## config.mk

```make
export PLATFORM = sky130hd
export DESIGN_NAME = array_mult_4bit
export DESIGN_NICKNAME = d
export VERILOG_FILES = /design/src/rtl/array_mult_pkg.sv /design/src/rtl/array_mult_4bit_full_adder.sv /design/src/rtl/array_mult_4bit.sv
export SDC_FILE = /design/constraint.sdc
export NUM_CORES = 1
export LEC_CHECK = 0
export ABC_AREA = 1
export BUFFER_PORTS_ARGS = -buffer_cell sky130_fd_sc_hd__clkbuf_2
export CAP_MARGIN = 15
export CORE_AREA = 2 2 39 41
export DETAILED_ROUTE_END_ITERATION = 8
export DIE_AREA = 0 0 41 43
export GPL_TIMING_DRIVEN = 1
export PLACE_DENSITY = 0.71
export RECOVER_POWER = 50
export SLEW_MARGIN = 20
export SYNTH_ARGS = -nofsm -noshare
export SYNTH_HDL_FRONTEND = slang
export SYNTH_HIERARCHICAL = 1
export SYNTH_SLANG_ARGS = --single-unit
```

## constraint.sdc

```tcl
create_clock -name clk -period 1 [get_ports clk]
set_input_delay 0.05 -clock clk [delete_from_list [all_inputs] [get_ports clk]]
set_output_delay 0.05 -clock clk [all_outputs]
set_load 0.03 [all_outputs]
```

## src/rtl/array_mult_pkg.sv

```systemverilog
// Shared widths and types for the 4x4 unsigned array multiplier.
// Partial-product matrix is indexed [row = b bit][column = a bit].
package array_mult_pkg;

    localparam int MULT_W = 4;
    localparam int PROD_W = 8;

    typedef logic [MULT_W-1:0][MULT_W-1:0] pp_mat_t;
    typedef logic [PROD_W-1:0]             prod_t;

endpackage

```

## src/rtl/array_mult_4bit_full_adder.sv

```systemverilog
// One-bit full adder cell; a half adder is this cell with cin tied low.
// Latency: purely combinational.
// Backpressure: none, no handshake.
module full_adder
    import array_mult_pkg::*;
(
    input  logic a,
    input  logic b,
    input  logic cin,
    output logic sum,
    output logic cout
);

    logic half_sum;

    assign half_sum = a ^ b;
    assign sum      = half_sum ^ cin;
    assign cout     = (a & b) | (cin & half_sum);

endmodule

```

## src/rtl/array_mult_4bit.sv

```systemverilog
// Unsigned 4x4 carry-save array multiplier with registered 8-bit product.
// Latency: 1 cycle; 2 cycles when ARRAY_MULT_PIPE_EN adds a stage after row 2.
// Backpressure: none; accepts one operand pair per cycle, prod qualified by out_valid.
module array_mult_4bit
    import array_mult_pkg::*;
#(
    parameter int WIDTH = MULT_W
) (
    input  logic                 clk,
    input  logic                 rst_n,
    input  logic [WIDTH-1:0]     a,
    input  logic [WIDTH-1:0]     b,
    input  logic                 in_valid,
    output logic [2*WIDTH-1:0]   prod,
    output logic                 out_valid
);

    if (WIDTH != MULT_W) begin : g_width_check
        $error("array_mult_4bit: only WIDTH = 4 is supported");
    end

    pp_mat_t            pp;
    prod_t              prod_d;

    // s_k bit j carries weight k+j; c_k bit j carries weight k+j+1.
    logic [MULT_W-1:0]  s0, s1, s2, s3;
    logic [MULT_W-2:0]  c1, c2, c3;

    // Values crossing the optional row-2 boundary.
    logic [MULT_W-1:0]  s2_q;
    logic [MULT_W-2:0]  c2_q;
    logic [1:0]         lo_q;
    logic [MULT_W-1:0]  a_q;
    logic               b3_q;
    logic               vld_q;

    logic p4, p5, p6, p7;
    logic r4, r5;

    always_comb begin
        pp = '0;
        for (int i = 0; i < MULT_W - 1; i++) begin
            for (int j = 0; j < MULT_W; j++) begin
                pp[i][j] = a[j] & b[i];
            end
        end
        for (int j = 0; j < MULT_W; j++) begin
            pp[MULT_W-1][j] = a_q[j] & b3_q;
        end
    end

    assign s0 = pp[0];

    for (genvar j = 0; j < MULT_W - 1; j++) begin : g_row1
        full_adder u_fa (
            .a    (pp[1][j]),
            .b    (s0[j+1]),
            .cin  (1'b0),
            .sum  (s1[j]),
            .cout (c1[j])
        );
    end
    assign s1[MULT_W-1] = pp[1][MULT_W-1];

    for (genvar j = 0; j < MULT_W - 1; j++) begin : g_row2
        full_adder u_fa (
            .a    (pp[2][j]),
            .b    (s1[j+1]),
            .cin  (c1[j]),
            .sum  (s2[j]),
            .cout (c2[j])
        );
    end
    assign s2[MULT_W-1] = pp[2][MULT_W-1];

`ifdef ARRAY_MULT_PIPE_EN
    always_ff @(posedge clk or negedge rst_n) begin
        if (!rst_n) begin
            s2_q  <= '0;
            c2_q  <= '0;
            lo_q  <= '0;
            a_q   <= '0;
            b3_q  <= 1'b0;
            vld_q <= 1'b0;
        end else begin
            s2_q  <= s2;
            c2_q  <= c2;
            lo_q  <= {s1[0], s0[0]};
            a_q   <= a;
            b3_q  <= b[MULT_W-1];
            vld_q <= in_valid;
        end
    end
`else
    assign s2_q  = s2;
    assign c2_q  = c2;
    assign lo_q  = {s1[0], s0[0]};
    assign a_q   = a;
    assign b3_q  = b[MULT_W-1];
    assign vld_q = in_valid;
`endif

    for (genvar j = 0; j < MULT_W - 1; j++) begin : g_row3
        full_adder u_fa (
            .a    (pp[3][j]),
            .b    (s2_q[j+1]),
            .cin  (c2_q[j]),
            .sum  (s3[j]),
            .cout (c3[j])
        );
    end
    assign s3[MULT_W-1] = pp[3][MULT_W-1];

    // Ripple row resolves the remaining sum/carry pairs into bits 7..4.
    full_adder u_cpa4 (.a(s3[1]), .b(c3[0]), .cin(1'b0), .sum(p4), .cout(r4));
    full_adder u_cpa5 (.a(s3[2]), .b(c3[1]), .cin(r4),   .sum(p5), .cout(r5));
    full_adder u_cpa6 (.a(s3[3]), .b(c3[2]), .cin(r5),   .sum(p6), .cout(p7));

    assign prod_d = {p7, p6, p5, p4, s3[0], s2_q[0], lo_q};

    always_ff @(posedge clk or negedge rst_n) begin
        if (!rst_n) begin
            prod      <= '0;
            out_valid <= 1'b0;
        end else begin
            prod      <= prod_d;
            out_valid <= vld_q;
        end
    end

endmodule

```

# [Word level (Yosys, flattened, before mapping)]
# Index checks and enable logic that the tools add are counted.
[op_classes] n_bitwise=64
[op_table] op="$and A1 B1 Y1" count=36
[op_table] op="$xor A1 B1 Y1" count=20
[op_table] op="$or A1 B1 Y1" count=8
[word_totals] reg_bits=9 inputBits=11 out_inout_bits=9 wordCells=66

# [Longest topological paths before layout]
# Gate-level depths: netlist (run 1).
[depth] ltp_word=12 ltp_mapped=8 depth_no_buf=8

# [Cells and area by module]
# Netlist (run 1), hierarchy kept.
[by_module_without_submodules] mod="array_mult_4bit" n_inst=1 cells_per_inst=42 area_each_um2=349.1 seq_area_each_um2=225.2
[by_module_without_submodules] mod="full_adder" n_inst=12 cells_per_inst=1 area_each_um2=20.0 seq_area_each_um2=0.0

# [Worst setup path before layout (run 1)]
# OpenSTA, ideal clock, no wires.
[synth_timing] path_kind="input to register" start="input port b[1]" end="register prod[6]" arrival_ns=2.756 required_time_ns=0.864 setup_slack_ns=-1.892 cell_stages=8 cell_sequence="nand2_1 -> inv_1 -> fa_1 -> fa_1 -> fa_1 -> fa_1 -> fa_1 -> fa_1"
[synth_rtl] item="from (decl)" line_no="array_mult_4bit.sv:12" text="input logic [WIDTH-1:0] b,"
[synth_rtl] item="to (signal assigned)" line_no="array_mult_4bit.sv:126" text="prod <= prod_d;"
[synth_rtl] item="to (decl)" line_no="array_mult_4bit.sv:14" text="output logic [2*WIDTH-1:0] prod,"

==> results of run 1 <==
[repair_timing]
item	4_1_cts	5_1_grt
endpoints found under the setup margin	6	6
hold buffers	2	0
cloned	0	0
endpoints found under the hold margin	10	0
pin swaps	3	2
setup buffers	1	0
gates resized for setup	6	7
[cells by family (layout without fill, tap and decap cells)]
kind of cell,Yosys count,count (layout),share of synthesized area
adders and majority gates,12,12,0.4076
buffers and inverters,16,50,0.1019
other,1,4,0.006363
and+or+nand+nor,16,16,0.1019
DFF,9,9,0.3822
[critical path, delay by kind of cell]
| family | cells | cell delay [ps] |
|---|---|---|
| AND/OR/NAND/NOR | 1 | 60 |
| buffers and inverters | 2 | 160 |
| adder cells (fa/ha/maj) | 6 | 2570 |
[path summary, 6_finish.rpt]
check | start | end | slack, ps
worst max-delay path | b[0] | prod[6] | -1650
worst min-delay path | a[0] | prod[0] | 110
max in group asynchronous | rst_n | prod[1] | 440
min in group asynchronous | rst_n | out_valid | 250
[power breakdown]
part	internal, mW	total, mW	switching (mW)
clock	0.153	0.265	0.112
sequential	0.464	0.488	0.0243
combinational	0.230	0.624	0.394
[cell usage after synthesis]
master	instances	area share
nand2_1	16	0.10
fa_1	12	0.41
conb_1	1	0.0064
inv_1	16	0.10
dfrtp_1	9	0.38
[layout make-up]
class | instances | area [µm²]
Inverter | 16 | 60.06
Sequential cell | 9 | 225.2
Clock buffer | 4 | 26.28
Multi-Input combinational cell | 32 | 355.3
Timing Repair Buffer | 30 | 214.0
Tap cell | 16 | 20.02
Fill cell | 118 | 483.0
[per-stage QoR]
step	std cells	area [µm²]	utilization
2_1_floorplan	57	630.6	-
3_5_place_dp	100	805.8	0.5823
5_1_grt	107	900.9	0.6510
3_3_place_gp	100	805.8	0.5823
6_report	107	900.9	0.6510
4_1_cts	107	893.4	0.6456
[per-layer routing]
metal  GRT usage  up-vias  wire (µm)
li1            -      216          -
met1      0.1930      215        373
met2      0.2375       16        536
met3     0.01571        0         55
met4      0.1000        0          0
met5           0        -          0
[state kept, by name, summed over array words and instances, names as in the netlist]
signal     cells
out_valid      1
prod           8
==> run metrics, run 1 <==
status=complete, but fails checks; failing checks=setup timing; TritonCTS clock tree=yes; Ys Warns=6; 1st-iter DRT viols=3; distinct cell type count after synthesis=5; most frequent CP cell=fa_2; post-route minimum period=2649 ps; vias in the first global route=454; cell area power density=1529 mW/mm²; largest net degree at the start of global routing=10; hold slack final=111.2 ps; global route overflow=0; Max FO, Critical Path=4; Final nets=115; RD Place Congestion=0.7143; Port Buffers=19; Setup-failing EPs final=6; Vias per Instance=4.178; H-tree depth=1; hold violation total from the final report=0; HPWL after detailed placement=864.6 µm; worst hold path class=in2reg; Hold Crit Depth=4; commonest non-fill, non-tap cell in the layout=clkbuf_2; worst slack, placed=-1939 ps; Synth Register Bits=9; Initial Util=0.4259; P_leak=0.5356 nW; Final Worst Setup Slack=-1649 ps; Fmax achieved=377.5 MHz; Inserted Clock Buffers=3; Syn Inst Count=54; startpoint class of the critical path=primary input; Die X=41 µm; CP Capture Type=flip-flop; Slew Limit Fails=0; wire length of the first global-routing pass=1.787 mm; Pwr Total=1.378 mW; ant diodes=0; RSZ-0062 raised after global routing=true; total number of vias=447; CTS sink cnt=9; Tot GR Track Use=0.1536; peak supply drop=0.0006855 V; Max Cap Viol=0; slowest library cell on the worst path=fa_2; layout cells sized above 1=0.5055; critical path, cell by cell=clkbuf_16 -> nand2_4 -> inv_2 -> fa_2 -> fa_2 -> fa_2 -> fa_2 -> fa_2 -> fa_2; routed len/inst=9.019 µm; Post-Syn Area=589.3 µm²; DRC=0; Reg clk slew, reported paths=60 ps; CP max stage delay=540 ps; clock root buffer=clkbuf_4; core area=0.001384 mm²; period utilization=2.649; arrival time worst endpoint=2840 ps; std cell rows=14; CTS max path bufs=2; mean area per synthesized cell=10.91 µm²; area delta synth->final=52.87%; TritonRoute pass-1 iters=2; commonest non-fill, non-tap cells in the layout=clkbuf_2, nand2_1, inv_1, buf_4, dfrtp_1; sequential area share after synthesis=0.3822; drt total wl=965 µm; CP required=1190 ps; I/O pin count=20; Die Y=43 µm; die area=0.001763 mm²; CP Class=in2reg; post-route ant nets=0; initial antenna violation count=0; setup TNS=-6135 ps
No activity file was read; power rests on OpenSTA's default activity.
==> inputs of run 2 (changes only) <==
--- a/config.mk
+++ b/config.mk
@@ -12,6 +12,7 @@
 export DETAILED_ROUTE_END_ITERATION = 8
 export DIE_AREA = 0 0 41 43
 export GPL_TIMING_DRIVEN = 1
+export MAX_ROUTING_LAYER = met4
 export PLACE_DENSITY = 0.71
 export RECOVER_POWER = 50
 export SLEW_MARGIN = 20
==> run metrics, run 2 (synthesis results as in run 1) <==
status=complete, but fails checks (unchanged); failing checks=setup timing (unchanged); worst hold path class=in2reg (unchanged); Max FO, Critical Path=4 (unchanged); Register Area=225.2 µm² (unchanged); Tot GR Track Use=0.1575 (was 0.1536); critical path, cell by cell=clkbuf_16 -> nand2_4 -> inv_2 -> fa_2 -> fa_2 -> fa_2 -> fa_2 -> fa_2 -> fa_2 (unchanged); Final Worst Setup Slack=-1649 ps (about the same); Setup-failing EPs final=6 (unchanged); largest net degree at the start of global routing=10 (unchanged); arrival time worst endpoint=2840 ps (about the same); Die X=41 µm (unchanged); RD Place Congestion=0.7226 (was 0.7143); commonest non-fill, non-tap cells in the layout=clkbuf_2, nand2_1, inv_1, buf_4, dfrtp_1 (unchanged); Inserted Clock Buffers=3 (unchanged); RSZ-0062 raised after global routing=true (unchanged); Largest regs=prod: 8 flops, out_valid: 1 flops (unchanged); routed len/inst=9.019 µm (unchanged); DRC=0 (unchanged); area of the multi-input gates=355.3 µm² (unchanged); H-tree depth=1 (unchanged); cell area power density=1529 mW/mm² (about the same); peak supply drop=0.0006855 V (unchanged); Hold Crit Depth=4 (unchanged); slowest library cell on the worst path=fa_2 (unchanged); sw frac=0.3853 (was 0.3852); 1st-iter DRT viols=3 (unchanged); HPWL after detailed placement=864.6 µm (unchanged); global route overflow=0 (unchanged); layout cells sized above 1=0.5055 (unchanged); commonest non-fill, non-tap cell in the layout=clkbuf_2 (unchanged); CTS sink cnt=9 (unchanged); CP Capture Type=flip-flop (unchanged); CTS max path bufs=2 (unchanged); HP Start=a[0] (unchanged); wire length of the first global-routing pass=1.787 mm (unchanged); WP buf/inv=2 (unchanged); period utilization=2.649 (about the same); startpoint class of the critical path=primary input (unchanged); Max Cap Viol=0 (unchanged); worst slack, placed=-1939 ps (unchanged); Final nets=115 (unchanged); Top delay family on crit path=adder cells (unchanged); switching pwr=0.5308 mW (was 0.5307 mW); CP max stage delay=540 ps (about the same); Slew Limit Fails=0 (unchanged); Reg clk slew, reported paths=60 ps (about the same); std cell rows=14 (unchanged); hold violation total from the final report=0 (unchanged); core area=0.001384 mm² (unchanged); post-route ant nets=0 (unchanged); post-route minimum period=2649 ps (about the same); Die Y=43 µm (unchanged); Port Buffers=19 (unchanged); ant diodes=0 (unchanged); Hold EP=prod[0] (unchanged); Finished Cell Area=900.9 µm² (unchanged); area delta synth->final=52.87% (unchanged); most frequent CP cell=fa_2 (unchanged); initial antenna violation count=0 (unchanged); Internal Power=0.8469 mW (about the same); I/O pin count=20 (unchanged); die area=0.001763 mm² (unchanged); CP required=1190 ps (about the same); combinational fraction of design power=0.453 (about the same); Vias per Instance=4.178 (unchanged); total number of vias=447 (unchanged); Seq pwr share=0.355 (about the same); Fmax achieved=377.5 MHz (about the same); Initial Util=0.4259 (unchanged); max reg flops=8 (unchanged); most flop-heavy register=prod (unchanged); Clk pwr share=0.192 (about the same); fill count=118 (unchanged); TritonRoute pass-1 iters=2 (unchanged); drt total wl=965 µm (unchanged); P_leak=0.5356 nW (unchanged); clock root buffer=clkbuf_4 (unchanged); CP Class=in2reg (unchanged); TritonCTS clock tree=yes (unchanged); dpl cell area=805.8 µm² (unchanged); vias in the first global route=455 (was 454)
==> run 2: cell counts in the layout (fill, tap and decap cells not counted) <==
No cell type changed its count.
==> run 2: tightest hold or removal path: stages <==
cell and delay (ps):
clkbuf_2 90, buf_4 110, nand2_1 40, inv_1 40
==> run 2: worst max path at each step <==
stage	to	start	slack [ps]	depth (start not counted)
after global placement	prod[6]	b[0]	-1870	9
after global routing	prod[6]	b[0]	-1690	9
after floorplan	prod[6]	b[0]	-1670	8
final	prod[6]	b[0]	-1650	9
after detailed placement	prod[6]	b[0]	-1940	9
after CTS	prod[6]	b[0]	-1650	9
==> run 2: power by group through the flow <==
| stage | registers, mW | clock network (mW) | logic (mW) |
|---|---|---|---|
| after global routing | 0.504 | 0.310 | 0.710 |
| after floorplan | 0.709 | 0 | 0.188 |
| after global placement | 0.493 | 0 | 0.590 |
| final | 0.488 | 0.265 | 0.624 |
| after detailed placement | 0.495 | 0 | 0.608 |
| after CTS | 0.488 | 0.281 | 0.633 |
==> run 2: layer usage <==
| layer | GRT usage | part of all wire |
|---|---|---|
| met5 | - | 0 |
| met4 | 0.1000 | 0 |
| met3 | 0.01571 | 0.060 |
| met2 | 0.2375 | 0.55 |
| met1 | 0.1930 | 0.39 |
==> run 2: metrics by stage <==
stage | cells | total power [mW] | util | TNS, ps | hold WS (ps)
final | 107 | 1.378 | 0.6510 | -6135 | 111.1
after global routing | 107 | 1.524 | 0.6510 | -6336 | 118.0
after CTS | 107 | 1.402 | 0.6456 | -6104 | 99.08
after detailed placement | 100 | 1.103 | 0.5823 | -8003 | -88.48
after global placement | 100 | 1.083 | 0.5823 | -7722 | -95.22
after floorplan | 57 | 0.8977 | - | -6501 | -245.6
==> run 2: what timing repair did <==
| item | in CTS | in global routing |
|---|---|---|
| hold buffers | 2 | 0 |
| pin swaps | 3 | 2 |
| gates resized for setup | 6 | 7 |
| buffers inserted | 1 | 0 |
| setup endpoints to repair | 6 | 6 |
| cloned | 0 | 0 |
| hold endpoints to repair | 10 | 0 |
==> run 2: cell type report <==
| type | count | area share |
|---|---|---|
| tap | 16 | 0.02222 |
| timing repair buffer | 30 | 0.2375 |
| inverter | 16 | 0.06667 |
| multi-input combinational | 32 | 0.3944 |
| sequential | 9 | 0.2500 |
| clock buffer | 4 | 0.02917 |
==> inputs of run 3 (changes only) <==
--- a/config.mk
+++ b/config.mk
@@ -20,3 +20,4 @@
 export SYNTH_HDL_FRONTEND = slang
 export SYNTH_HIERARCHICAL = 1
 export SYNTH_SLANG_ARGS = --single-unit
+export TNS_END_PERCENT = 10
==> run metrics, run 3 (synthesis results as in run 1) <==
hold slack final=15.59 ps (was 111.1 ps); most frequent CP cell=fa_2 (unchanged); ant diodes=0 (unchanged); Inserted Clock Buffers=3 (unchanged); initial antenna violation count=0 (unchanged); Die X=41 µm (unchanged); Final Worst Setup Slack=-1603 ps (was -1649 ps); wire length of the first global-routing pass=1.697 mm (was 1.787 mm); commonest non-fill, non-tap cell in the layout=clkbuf_2 (unchanged); critical path depth in cells=9 (unchanged); HPWL after detailed placement=874.5 µm (was 864.6 µm); CTS sink cnt=9 (unchanged); worst slack, placed=-1908 ps (was -1939 ps); vias in the first global route=465 (was 455); Setup-failing EPs final=6 (unchanged); Largest regs=prod: 8 flops, out_valid: 1 flops (unchanged); RSZ-0062 raised after global routing=true (unchanged); RD Place Congestion=0.7155 (was 0.7226); H-tree depth=1 (unchanged); Register Area=225.2 µm² (unchanged); DRC=0 (unchanged); layout cells sized above 1=0.4205 (was 0.5055); I/O pin count=20 (unchanged); period utilization=2.603 (was 2.649); hold violation total from the final report=0 (unchanged); Fmax achieved=384.1 MHz (was 377.5 MHz); CP Class=in2reg (unchanged); slowest library cell on the worst path=fa_2 (unchanged); CP Capture Type=flip-flop (unchanged); cell area power density=1612 mW/mm² (was 1529 mW/mm²); max reg flops=8 (unchanged); area of the multi-input gates=340.3 µm² (was 355.3 µm²); CP required=1120 ps (was 1190 ps); post-route ant nets=0 (unchanged); most flop-heavy register=prod (unchanged); WP buf/inv=2 (unchanged); area delta synth->final=42.04% (was 52.87%); startpoint class of the critical path=primary input (unchanged); Max Cap Viol=0 (unchanged); postcts setup bufs=0 (was 1); core area=0.001384 mm² (unchanged); Slew Limit Fails=0 (unchanged); Top delay family on crit path=adder cells (unchanged); Port Buffers=19 (unchanged); peak supply drop=0.0007089 V (was 0.0006855 V); die area=0.001763 mm² (unchanged); arrival time worst endpoint=2730 ps (was 2840 ps); Reg clk slew, reported paths=60 ps (about the same); largest net degree at the start of global routing=10 (unchanged); TritonRoute pass-1 iters=4 (was 2); Initial Util=0.4259 (unchanged); total number of vias=451 (was 447); failing checks=setup timing (unchanged); clock root buffer=clkbuf_4 (unchanged); P_leak=0.5082 nW (was 0.5356 nW); post-route minimum period=2603 ps (was 2649 ps); CP max stage delay=520 ps (was 540 ps); CTS max path bufs=2 (unchanged); global route overflow=0 (unchanged); drt total wl=995 µm (was 965 µm); TritonCTS clock tree=yes (unchanged); Max FO, Critical Path=4 (unchanged); status=complete, but fails checks (unchanged); Final nets=112 (was 115); commonest non-fill, non-tap cells in the layout=clkbuf_2, nand2_1, inv_1, dfrtp_1 (was clkbuf_2, nand2_1, inv_1, buf_4, dfrtp_1); fill count=137 (was 118); Vias per Instance=4.337 (was 4.178); critical path, cell by cell=clkbuf_2 -> nand2_2 -> inv_2 -> fa_2 -> fa_2 -> fa_2 -> fa_2 -> fa_2 -> fa_1 (was clkbuf_16 -> nand2_4 -> inv_2 -> fa_2 -> fa_2 -> fa_2 -> fa_2 -> fa_2 -> fa_2); CP startpoint=b[1] (was b[0]); CP endpoint=prod[6] (unchanged); Tot GR Track Use=0.1492 (was 0.1575); std cell rows=14 (unchanged); routed len/inst=9.567 µm (was 9.019 µm); Die Y=43 µm (unchanged); 1st-iter DRT viols=8 (was 3); HP Start=b[0] (was a[0]); worst hold path class=in2reg (unchanged)
[run 3: cell types whose count changed in the layout (fill, tap and decap cells not counted), sizes merged]
cell	before	now
buf	11	6
clkbuf	21	23
[run 3: cell type report]
class,count,area share
clock buffers,4,0.03139
well taps,16,0.02392
multi-input cells,32,0.4066
flip-flops and latches,9,0.2691
inverters,16,0.07175
repair buffers,27,0.1973
[run 3: worst min path at each step]
stage	cells past startpoint	slack, ps	to
6_report	3	20	prod[0]
5_1_grt	3	10	prod[0]
4_1_cts	3	40	prod[0]
3_5_place_dp	1	-90	prod[4]
3_3_place_gp	1	-90	out_valid
2_1_floorplan	0	-250	out_valid
[run 3: per-layer routing]
| layer | GRT usage | wire length, µm | up-vias |
|---|---|---|---|
| li1 | - | - | 211 |
| met1 | 0.1514 | 335 | 219 |
| met2 | 0.2594 | 583 | 19 |
| met3 | 0.03141 | 67 | 2 |
| met4 | 0.06000 | 9 | 0 |
| met5 | - | 0 | - |
[run 3: tightest hold or removal path, cell delays in order]
cell	delay, ps
buf_8	80
nand2_1	50
inv_1	50
[run 3: repair_timing]
| item | in CTS | in global routing |
|---|---|---|
| hold endpoints to repair | 10 | 0 |
| gates resized for setup | 6 | 4 |
| hold buffers | 2 | 0 |
| pin swaps | 2 | 0 |
| setup endpoints to repair | 6 | 6 |
[run 3: where the power goes]
part           switching, mW  internal (mW)
clock network          0.109          0.153
registers             0.0231          0.464
logic                  0.391          0.209
[run 3: through the flow]
step | utilization | power (mW) | setup TNS [ps] | cells | area (µm²)
final | 0.6049 | 1.349 | -6036 | 104 | 837.1
after floorplan | - | 0.8917 | -6618 | 57 | 610.6
after global routing | 0.6049 | 1.475 | -6156 | 104 | 837.1
after global placement | 0.5570 | 1.065 | -7637 | 98 | 770.7
after CTS | 0.6022 | 1.374 | -6057 | 104 | 833.3
after detailed placement | 0.5570 | 1.093 | -7858 | 98 | 770.7
